File: src/rtl/midi_pkg.sv
// Shared definitions for the MIDI receive path.
//   - MIDI status byte constants used by the parser.
//   - midi_len(): number of data bytes that follow a status byte (0-2).
//   - uart_state_t: state encoding of the serial receiver.
package midi_pkg;

  localparam logic [7:0] ST_SYSEX = 8'hF0;
  localparam logic [7:0] ST_EOX   = 8'hF7;
  localparam logic [7:0] ST_TUNE  = 8'hF6;
  localparam logic [7:0] RT_MIN   = 8'hF8;

  typedef enum logic [1:0] {
    UART_IDLE,
    UART_START,
    UART_DATA,
    UART_STOP
  } uart_state_t;

  // Data length for a status byte. A zero result covers three cases: the
  // status has no data bytes (F6), it is ignored (F4/F5), or it ends or opens
  // SysEx (F7/F0). The parser keeps a status as running status only when the
  // result is non-zero.
  function automatic logic [1:0] midi_len(input logic [7:0] status);
    logic [1:0] len;
    len = 2'd0;
    case (status[7:4])
      4'h8, 4'h9, 4'hA, 4'hB, 4'hE: len = 2'd2;
      4'hC, 4'hD:                   len = 2'd1;
      4'hF: begin
        case (status[3:0])
          4'h1, 4'h3: len = 2'd1;
          4'h2:       len = 2'd2;
          default:    len = 2'd0;
        endcase
      end
      default: len = 2'd0;
    endcase
    return len;
  endfunction

endpackage

File: src/rtl/midi_uart_rx.sv
// 8N1 serial receiver for the MIDI line.
// Ports:
//   clk_sys      in   system clock
//   reset        in   synchronous active-high reset
//   rx           in   asynchronous serial input, idles high
//   byte_data    out  last correctly framed byte
//   byte_valid   out  one-cycle strobe, byte_data updated
//   framing_err  out  one-cycle strobe, stop bit sampled low (byte dropped)
module midi_uart_rx
  import midi_pkg::*;
#(
  parameter int CLK_HZ = 50000000,
  parameter int BAUD   = 31250
) (
  input  logic       clk_sys,
  input  logic       reset,
  input  logic       rx,
  output logic [7:0] byte_data,
  output logic       byte_valid,
  output logic       framing_err
);

  localparam int DIV = CLK_HZ / BAUD;
  localparam int CW  = $clog2(DIV);
  // Half a bit lands the START check in the middle of the start bit; every
  // later sample then falls a full bit period further on, mid-bit.
  localparam logic [CW-1:0] HALF_LOAD = CW'(DIV / 2 - 1);
  localparam logic [CW-1:0] FULL_LOAD = CW'(DIV - 1);

  logic        rx_meta_q, rx_sync_q, rx_prev_q;
  uart_state_t state_q, state_d;
  logic [CW-1:0] cnt_q, cnt_d;
  logic [2:0]  bit_idx_q, bit_idx_d;
  logic [7:0]  shift_q, shift_d;
  logic [7:0]  byte_data_q, byte_data_d;
  logic        byte_valid_q, byte_valid_d;
  logic        framing_err_q, framing_err_d;
  logic        cnt_done;

  assign cnt_done = (cnt_q == '0);

  always_comb begin
    // NOTE: every signal gets a default before the case so no path leaves
    // it unassigned; otherwise synthesis infers a latch.
    state_d       = state_q;
    cnt_d         = cnt_q;
    bit_idx_d     = bit_idx_q;
    shift_d       = shift_q;
    byte_data_d   = byte_data_q;
    byte_valid_d  = 1'b0;
    framing_err_d = 1'b0;
    case (state_q)
      UART_IDLE: begin
        if (rx_prev_q && !rx_sync_q) begin
          state_d = UART_START;
          cnt_d   = HALF_LOAD;
        end
      end
      UART_START: begin
        if (!cnt_done) begin
          cnt_d = cnt_q - CW'(1);
        end else if (!rx_sync_q) begin
          state_d   = UART_DATA;
          cnt_d     = FULL_LOAD;
          bit_idx_d = 3'd0;
        end else begin
          state_d = UART_IDLE; // line went high again: glitch, not a start bit
        end
      end
      UART_DATA: begin
        if (!cnt_done) begin
          cnt_d = cnt_q - CW'(1);
        end else begin
          shift_d   = {rx_sync_q, shift_q[7:1]}; // LSB arrives first
          cnt_d     = FULL_LOAD;
          bit_idx_d = bit_idx_q + 3'd1;
          if (bit_idx_q == 3'd7) state_d = UART_STOP;
        end
      end
      UART_STOP: begin
        if (!cnt_done) begin
          cnt_d = cnt_q - CW'(1);
        end else begin
          state_d = UART_IDLE;
          if (rx_sync_q) begin
            byte_valid_d = 1'b1;
            byte_data_d  = shift_q;
          end else begin
            framing_err_d = 1'b1;
          end
        end
      end
      default: state_d = UART_IDLE;
    endcase
  end

  // NOTE: clocked blocks use non-blocking assignments only, so every flop
  // samples the pre-edge value of the others regardless of statement order.
  always_ff @(posedge clk_sys) begin
    if (reset) begin
      rx_meta_q     <= 1'b1;
      rx_sync_q     <= 1'b1;
      rx_prev_q     <= 1'b1;
      state_q       <= UART_IDLE;
      cnt_q         <= '0;
      bit_idx_q     <= 3'd0;
      shift_q       <= 8'h00;
      byte_data_q   <= 8'h00;
      byte_valid_q  <= 1'b0;
      framing_err_q <= 1'b0;
    end else begin
      rx_meta_q     <= rx;
      rx_sync_q     <= rx_meta_q;
      rx_prev_q     <= rx_sync_q;
      state_q       <= state_d;
      cnt_q         <= cnt_d;
      bit_idx_q     <= bit_idx_d;
      shift_q       <= shift_d;
      byte_data_q   <= byte_data_d;
      byte_valid_q  <= byte_valid_d;
      framing_err_q <= framing_err_d;
    end
  end

  assign byte_data   = byte_data_q;
  assign byte_valid  = byte_valid_q;
  assign framing_err = framing_err_q;

endmodule

File: src/rtl/midi_rx_parser.sv
// Passive MIDI monitor: deserialises the line and assembles channel and
// system-common messages with running status, splits out realtime bytes,
// tracks SysEx and stretches an activity pulse for the LED.
// Ports:
//   clk_sys, reset          clock, synchronous active-high reset
//   rx                      serial input (observed only)
//   byte_data/byte_valid    raw received byte and strobe
//   framing_err             strobe, stop bit low
//   msg_status/msg_d1/msg_d2/msg_valid   assembled message and strobe
//   rt_data/rt_valid        realtime byte and strobe
//   sysex_active            inside a SysEx block
//   orphan_cnt              saturating count of data bytes with no status
//   activity                high for ACT_CYCLES after any received byte
module midi_rx_parser
  import midi_pkg::*;
#(
  parameter int CLK_HZ     = 50000000,
  parameter int BAUD       = 31250,
  parameter int ACT_CYCLES = 2500000
) (
  input  logic       clk_sys,
  input  logic       reset,
  input  logic       rx,
  output logic [7:0] byte_data,
  output logic       byte_valid,
  output logic       framing_err,
  output logic [7:0] msg_status,
  output logic [6:0] msg_d1,
  output logic [6:0] msg_d2,
  output logic       msg_valid,
  output logic [7:0] rt_data,
  output logic       rt_valid,
  output logic       sysex_active,
  output logic [7:0] orphan_cnt,
  output logic       activity
);

  localparam int AW = $clog2(ACT_CYCLES + 1);

  midi_uart_rx #(.CLK_HZ(CLK_HZ), .BAUD(BAUD)) u_uart (
    .clk_sys     (clk_sys),
    .reset       (reset),
    .rx          (rx),
    .byte_data   (byte_data),
    .byte_valid  (byte_valid),
    .framing_err (framing_err)
  );

  // run_status_q == 0 means no pending status (valid status bytes have bit 7).
  logic [7:0] run_status_q, run_status_d;
  logic       idx_q, idx_d;
  logic [6:0] pend_d1_q, pend_d1_d;
  logic       sysex_q, sysex_d;
  logic [7:0] orphan_q, orphan_d;
  logic [7:0] msg_status_q, msg_status_d;
  logic [6:0] msg_d1_q, msg_d1_d, msg_d2_q, msg_d2_d;
  logic       msg_valid_q, msg_valid_d;
  logic [7:0] rt_data_q, rt_data_d;
  logic       rt_valid_q, rt_valid_d;
  logic [AW-1:0] act_q, act_d;

  always_comb begin
    run_status_d = run_status_q;
    idx_d        = idx_q;
    pend_d1_d    = pend_d1_q;
    sysex_d      = sysex_q;
    orphan_d     = orphan_q;
    msg_status_d = msg_status_q;
    msg_d1_d     = msg_d1_q;
    msg_d2_d     = msg_d2_q;
    msg_valid_d  = 1'b0;
    rt_data_d    = rt_data_q;
    rt_valid_d   = 1'b0;

    if (byte_valid) begin
      if (byte_data >= RT_MIN) begin
        // Realtime bytes may interleave anywhere and leave parse state alone.
        rt_valid_d = 1'b1;
        rt_data_d  = byte_data;
      end else if (byte_data[7]) begin
        idx_d        = 1'b0;
        sysex_d      = (byte_data == ST_SYSEX);
        run_status_d = (midi_len(byte_data) != 2'd0) ? byte_data : 8'h00;
        if (byte_data == ST_TUNE) begin
          msg_valid_d  = 1'b1;
          msg_status_d = byte_data;
          msg_d1_d     = 7'h00;
          msg_d2_d     = 7'h00;
        end
      end else if (sysex_q) begin
        // SysEx payload is not assembled.
      end else if (run_status_q == 8'h00) begin
        if (orphan_q != 8'hFF) orphan_d = orphan_q + 8'd1;
      end else if (!idx_q && midi_len(run_status_q) == 2'd2) begin
        pend_d1_d = byte_data[6:0];
        idx_d     = 1'b1;
      end else begin
        msg_valid_d  = 1'b1;
        msg_status_d = run_status_q;
        msg_d1_d     = idx_q ? pend_d1_q : byte_data[6:0];
        msg_d2_d     = idx_q ? byte_data[6:0] : 7'h00;
        idx_d        = 1'b0;
        // System common does not run; channel messages keep their status.
        if (run_status_q[7:4] == 4'hF) run_status_d = 8'h00;
      end
    end

    act_d = act_q;
    if (byte_valid)        act_d = AW'(ACT_CYCLES - 1);
    else if (act_q != '0)  act_d = act_q - AW'(1);
  end

  always_ff @(posedge clk_sys) begin
    if (reset) begin
      run_status_q <= 8'h00;
      idx_q        <= 1'b0;
      pend_d1_q    <= 7'h00;
      sysex_q      <= 1'b0;
      orphan_q     <= 8'h00;
      msg_status_q <= 8'h00;
      msg_d1_q     <= 7'h00;
      msg_d2_q     <= 7'h00;
      msg_valid_q  <= 1'b0;
      rt_data_q    <= 8'h00;
      rt_valid_q   <= 1'b0;
      act_q        <= '0;
    end else begin
      run_status_q <= run_status_d;
      idx_q        <= idx_d;
      pend_d1_q    <= pend_d1_d;
      sysex_q      <= sysex_d;
      orphan_q     <= orphan_d;
      msg_status_q <= msg_status_d;
      msg_d1_q     <= msg_d1_d;
      msg_d2_q     <= msg_d2_d;
      msg_valid_q  <= msg_valid_d;
      rt_data_q    <= rt_data_d;
      rt_valid_q   <= rt_valid_d;
      act_q        <= act_d;
    end
  end

  assign msg_status   = msg_status_q;
  assign msg_d1       = msg_d1_q;
  assign msg_d2       = msg_d2_q;
  assign msg_valid    = msg_valid_q;
  assign rt_data      = rt_data_q;
  assign rt_valid     = rt_valid_q;
  assign sysex_active = sysex_q;
  assign orphan_cnt   = orphan_q;
  assign activity     = (act_q != '0);

endmodule

File: config.mk
export PLATFORM = sky130hd
export DESIGN_NAME = midi_rx_parser
export DESIGN_NICKNAME = d
export VERILOG_FILES = /design/src/rtl/midi_pkg.sv /design/src/rtl/midi_uart_rx.sv /design/src/rtl/midi_rx_parser.sv
export SDC_FILE = /design/constraint.sdc
export NUM_CORES = 1
export LEC_CHECK = 0
export CAP_MARGIN = 5
export CORE_MARGIN = 10
export CORE_UTILIZATION = 45
export DETAILED_ROUTE_END_ITERATION = 8
export PLACE_DENSITY_LB_ADDON = 0.12
export REMOVE_ABC_BUFFERS = 1
export SLEW_MARGIN = 15
export SYNTH_ARGS = -nofsm -noshare
export SYNTH_HDL_FRONTEND = slang
export SYNTH_SLANG_ARGS = --single-unit
File: constraint.sdc
create_clock -name clk_sys -period 4.4 [get_ports clk_sys]
set_input_delay 0.88 -clock clk_sys [delete_from_list [all_inputs] [get_ports clk_sys]]
set_output_delay 0.88 -clock clk_sys [all_outputs]
set_load 0.02 [all_outputs]
==> reports/results.tsv <==
stage	metric	value	unit
run_status	outcome	completed	
setup_path	CP Data Arrival Time	2610	ps
setup_path	FF-to-FF path depth	5	
setup_path	FF-to-FF Start	u_uart.byte_data[7]$_SDFFE_PP0P_	
global_route	largest net degree at the start of global routing	66	
setup_path	Critical Path End Type	primary output	
place	DPL Wire Length	8840	um
global_route	GRT Util Overall	16.0	%
global_route	GRT Residual Overflow	0	
setup_path	CP Max Fanout	8	
timing	fmax	0.287	GHz
clock_tree	clock tree buffer depth	2	
setup_path	worst-path cell chain	inv_1, ha_1, or3b_1, nor2_1, nand4b_1, clkdlybuf4s50_1	
clock_tree	Clk Latency, worst-skew pair	410	ps
synth	Post-synth EDFFs	0	
setup_path	r2r setup slk	1720	ps
route	Routed WL	13100	um
final_layout	# diodes	0	
synth	Seq/Total Area, Yosys	42.4	%
min_path	hold_sp	u_uart.rx_meta_q$_SDFF_PP1_	
floorplan	# IOs	55	
synth	Yosys top cell area share	42.4	%
synth	synth cell count leaders	dfxtp_1 (116), a21oi_1 (67), nor2_1 (60), nand2_1 (38), mux2i_1 (34)	
pwr	peak supply drop	0.385	mV
route	ANT nets after route	0	
flow_run	max_cap viols	0	
timing	relative slew slack	43.2	%
clock_tree	H-tree lvl count	4	
synth	fraction of registers with async set/reset	0	%
setup_path	critical path's largest stage delay	570	ps
clock_tree	CTS buffer count	17	
synth	top_reg_cell synth	dfxtp_1	
synth	syn avg cell area	9.09	um2
clock_tree	clock tree sinks	116	
floorplan	Core Region	12000	um2
timing	actual slew at the worst max-slew pin	850	ps
route	Pre-antenna DRT Iters	5	
min_path	Cells on Worst Hold Path	1	
clock_tree	clk slew on worst S/H paths	50	ps
global_route	busiest layer in global routing	met2	
clock_tree	root buf cell	clkbuf_16	
clock_tree	post_cts resized	0	
floorplan	height of the die	130	um
synth	count leader, synth	dfxtp_1	
floorplan	Die X	130	um
setup_path	Crit-path slowest cell	clkdlybuf4s50_1	
route	Via Count	4520	
global_route	met1 Track Usage GR	18.8	%
final_layout	layout cells sized above 1	9.97	%
timing	setup TNS	0	ps
route	via/cell ratio	5.66	
global_route	met3 Use GR	4.79	%
synth	Synth area leader	dfxtp_1	
floorplan	Core Rows	40	
final_layout	fillers	1089	
setup_path	family with the most delay on the worst path	simple AND/OR/NAND/NOR gates	
synth	largest cells by area after synthesis	dfxtp_1 (42%), mux2i_1 (6.2%), a21oi_1 (6.1%)	
timing	final setup fails	0	
clock_tree	post-CTS setup buffer count	0	
setup_path	worst setup path class	reg2out	
synth	Yosys cell types	77	
timing	Worst Hold Slack	420	ps
route	# DRC	0	
synth	total number of yosys warnings	0	
place	gpl congestion	0.802	
final_layout	final core occ	55.7	%
clock_tree	Hold Buf Count CTS	0	
final_layout	Total Nets Final	651	
timing	fin crit share	79.3	%
synth	mapped cell area	5470	um2
global_route	vias in the first global route	4454	
global_route	first-pass GRT wire length	21800	um
final_layout	post-route cell area	6670	um2
timing	RSZ-0062 raised after global routing	no	
pwr	leak pwr	2.43	nW
route	1st-iter DRT viols	272	
timing	final count of hold timing violations	0	
setup_path	worst path required time	3520	ps
clock_tree	CTS tree	built	
floorplan	Die ar.	17000	um2
timing	Clock Skews	6.20	ps
timing	Tmin final	3490	ps
min_path	Min-Delay Path Class	reg2reg	
global_route	initial antenna violation count	0	
floorplan	initial core utilization	45.7	%
place	placed cell areas	6020	um2
synth	Synth Instances	602	
timing	count of final max-slew check failures	0	
setup_path	FF-to-FF End	msg_d1[3]$_SDFFE_PP0P_	
global_route	GR Util met2	26.9	%
min_path	Min-Delay Endpoint	u_uart.rx_sync_q$_SDFF_PP1_	
setup_path	startpoint class of the critical path	flop	
synth	FF+latch count, synth	116	
pwr	pwr/cell area	608	nW/um2
place	Port Buffers	54	
setup_path	crit path buf inv count	2	
final_layout	Layout area overhead	21.8	%
route	DR WL/cell	16.4	um
[area by class of cell]
cell class	instances	area (um2)	share of cell area, %
Inverter	27	101	1.52
Timing Repair Buffer	56	551	8.26
Clock buffer	23	468	7.02
Tap cell	147	184	2.76
Multi-Input combinational cell	421	2860	43.0
Sequential cell	116	2320	34.8
Clock inverter	9	175	2.63
[stage by stage]
stage / total power (W) / cells / worst slack (ps)
detailed placement: 0.00255 / 767 / 1330
finish: 0.00405 / 799 / 911
global placement: 0.00252 / 767 / 1370
floorplan: 0.00226 / 564 / 1810
CTS: 0.00407 / 799 / 884
global route: 0.00429 / 799 / 692
[state kept, by name, summed over array words and instances (netlist names), 3 cells and up, named ones only]
| signal | cells |
|---|---|
| run_status_q | 8 |
| u_uart.bit_idx_q | 3 |
| rt_data | 8 |
| u_uart.shift_q | 8 |
| act_q | 22 |
| msg_status | 8 |
| u_uart.byte_data | 8 |
| msg_d1 | 7 |
| orphan_cnt | 8 |
| msg_d2 | 7 |
| pend_d1_q | 7 |
| u_uart.cnt_q | 11 |
[worst register-to-register path, stage by stage (launching register included)]
cell and delay, ps:
dfxtp_1 870, and4_1 390, a21oi_1 140, o21a_1 410, a21oi_2 580, a22o_1 240
[routing by layer]
| metal | routed length, um | up-vias | part of all wire, % |
|---|---|---|---|
| li1 | - | 2271 | - |
| met1 | 5810 | 2152 | 44 |
| met2 | 6540 | 87 | 50 |
| met3 | 635 | 10 | 4.8 |
| met4 | 113 | 0 | 0.86 |
| met5 | 0 | - | 0 |
[cells in the final DEF, fill, tap and decap left out, types with 5 or more instances in the layout]
cell | synthesis | final
dfxtp_1 | 116 | 116
a21oi_1 | 67 | 67
nor2_1 | 60 | 60
clkdlybuf4s50_1 | 0 | 53
nand2_1 | 38 | 38
mux2i_1 | 34 | 34
inv_1 | 26 | 26
xnor2_1 | 22 | 22
nand3_1 | 18 | 18
clkbuf_16 | 0 | 17
o21ai_0 | 15 | 14
nor3_1 | 14 | 14
a211oi_1 | 13 | 13
a22o_1 | 12 | 12
nor4_1 | 11 | 11
ha_1 | 9 | 9
a311oi_1 | 8 | 8
nand4_1 | 6 | 6
nand2b_1 | 6 | 6
or2_2 | 5 | 5
bufinv_16 | 0 | 5
[worst max-delay path by stage]
stage	cells after the start	start	end	slack [ps]
finish	6	act_q[0]$_SDFFE_PP0P_	activity	910
global route	6	act_q[0]$_SDFFE_PP0P_	activity	690
CTS	6	act_q[0]$_SDFFE_PP0P_	activity	880
detailed placement	6	act_q[0]$_SDFFE_PP0P_	activity	1330
global placement	6	act_q[0]$_SDFFE_PP0P_	activity	1370
floorplan	3	act_q[10]$_SDFFE_PP0P_	activity	1810
[kinds of logic (layout without fill, tap and decap cells)]
family,Yosys count,count (layout),synth area share (%)
flops,116,116,42.4
xor+xnor,24,24,3.84
compound gates,155,155,19.7
simple gates,197,197,20.0
buf+inv,65,115,5.35
mux,36,36,6.63
fa+ha+maj,9,9,2.06
[power breakdown]
part / switching (W) / internal, W
Combinational: 0.000749 / 0.000522
Clock: 0.000456 / 0.00103
Sequential: 0.000127 / 0.00116
Total: 0.00133 / 0.00272
No activity file was read; power rests on OpenSTA's default activity.
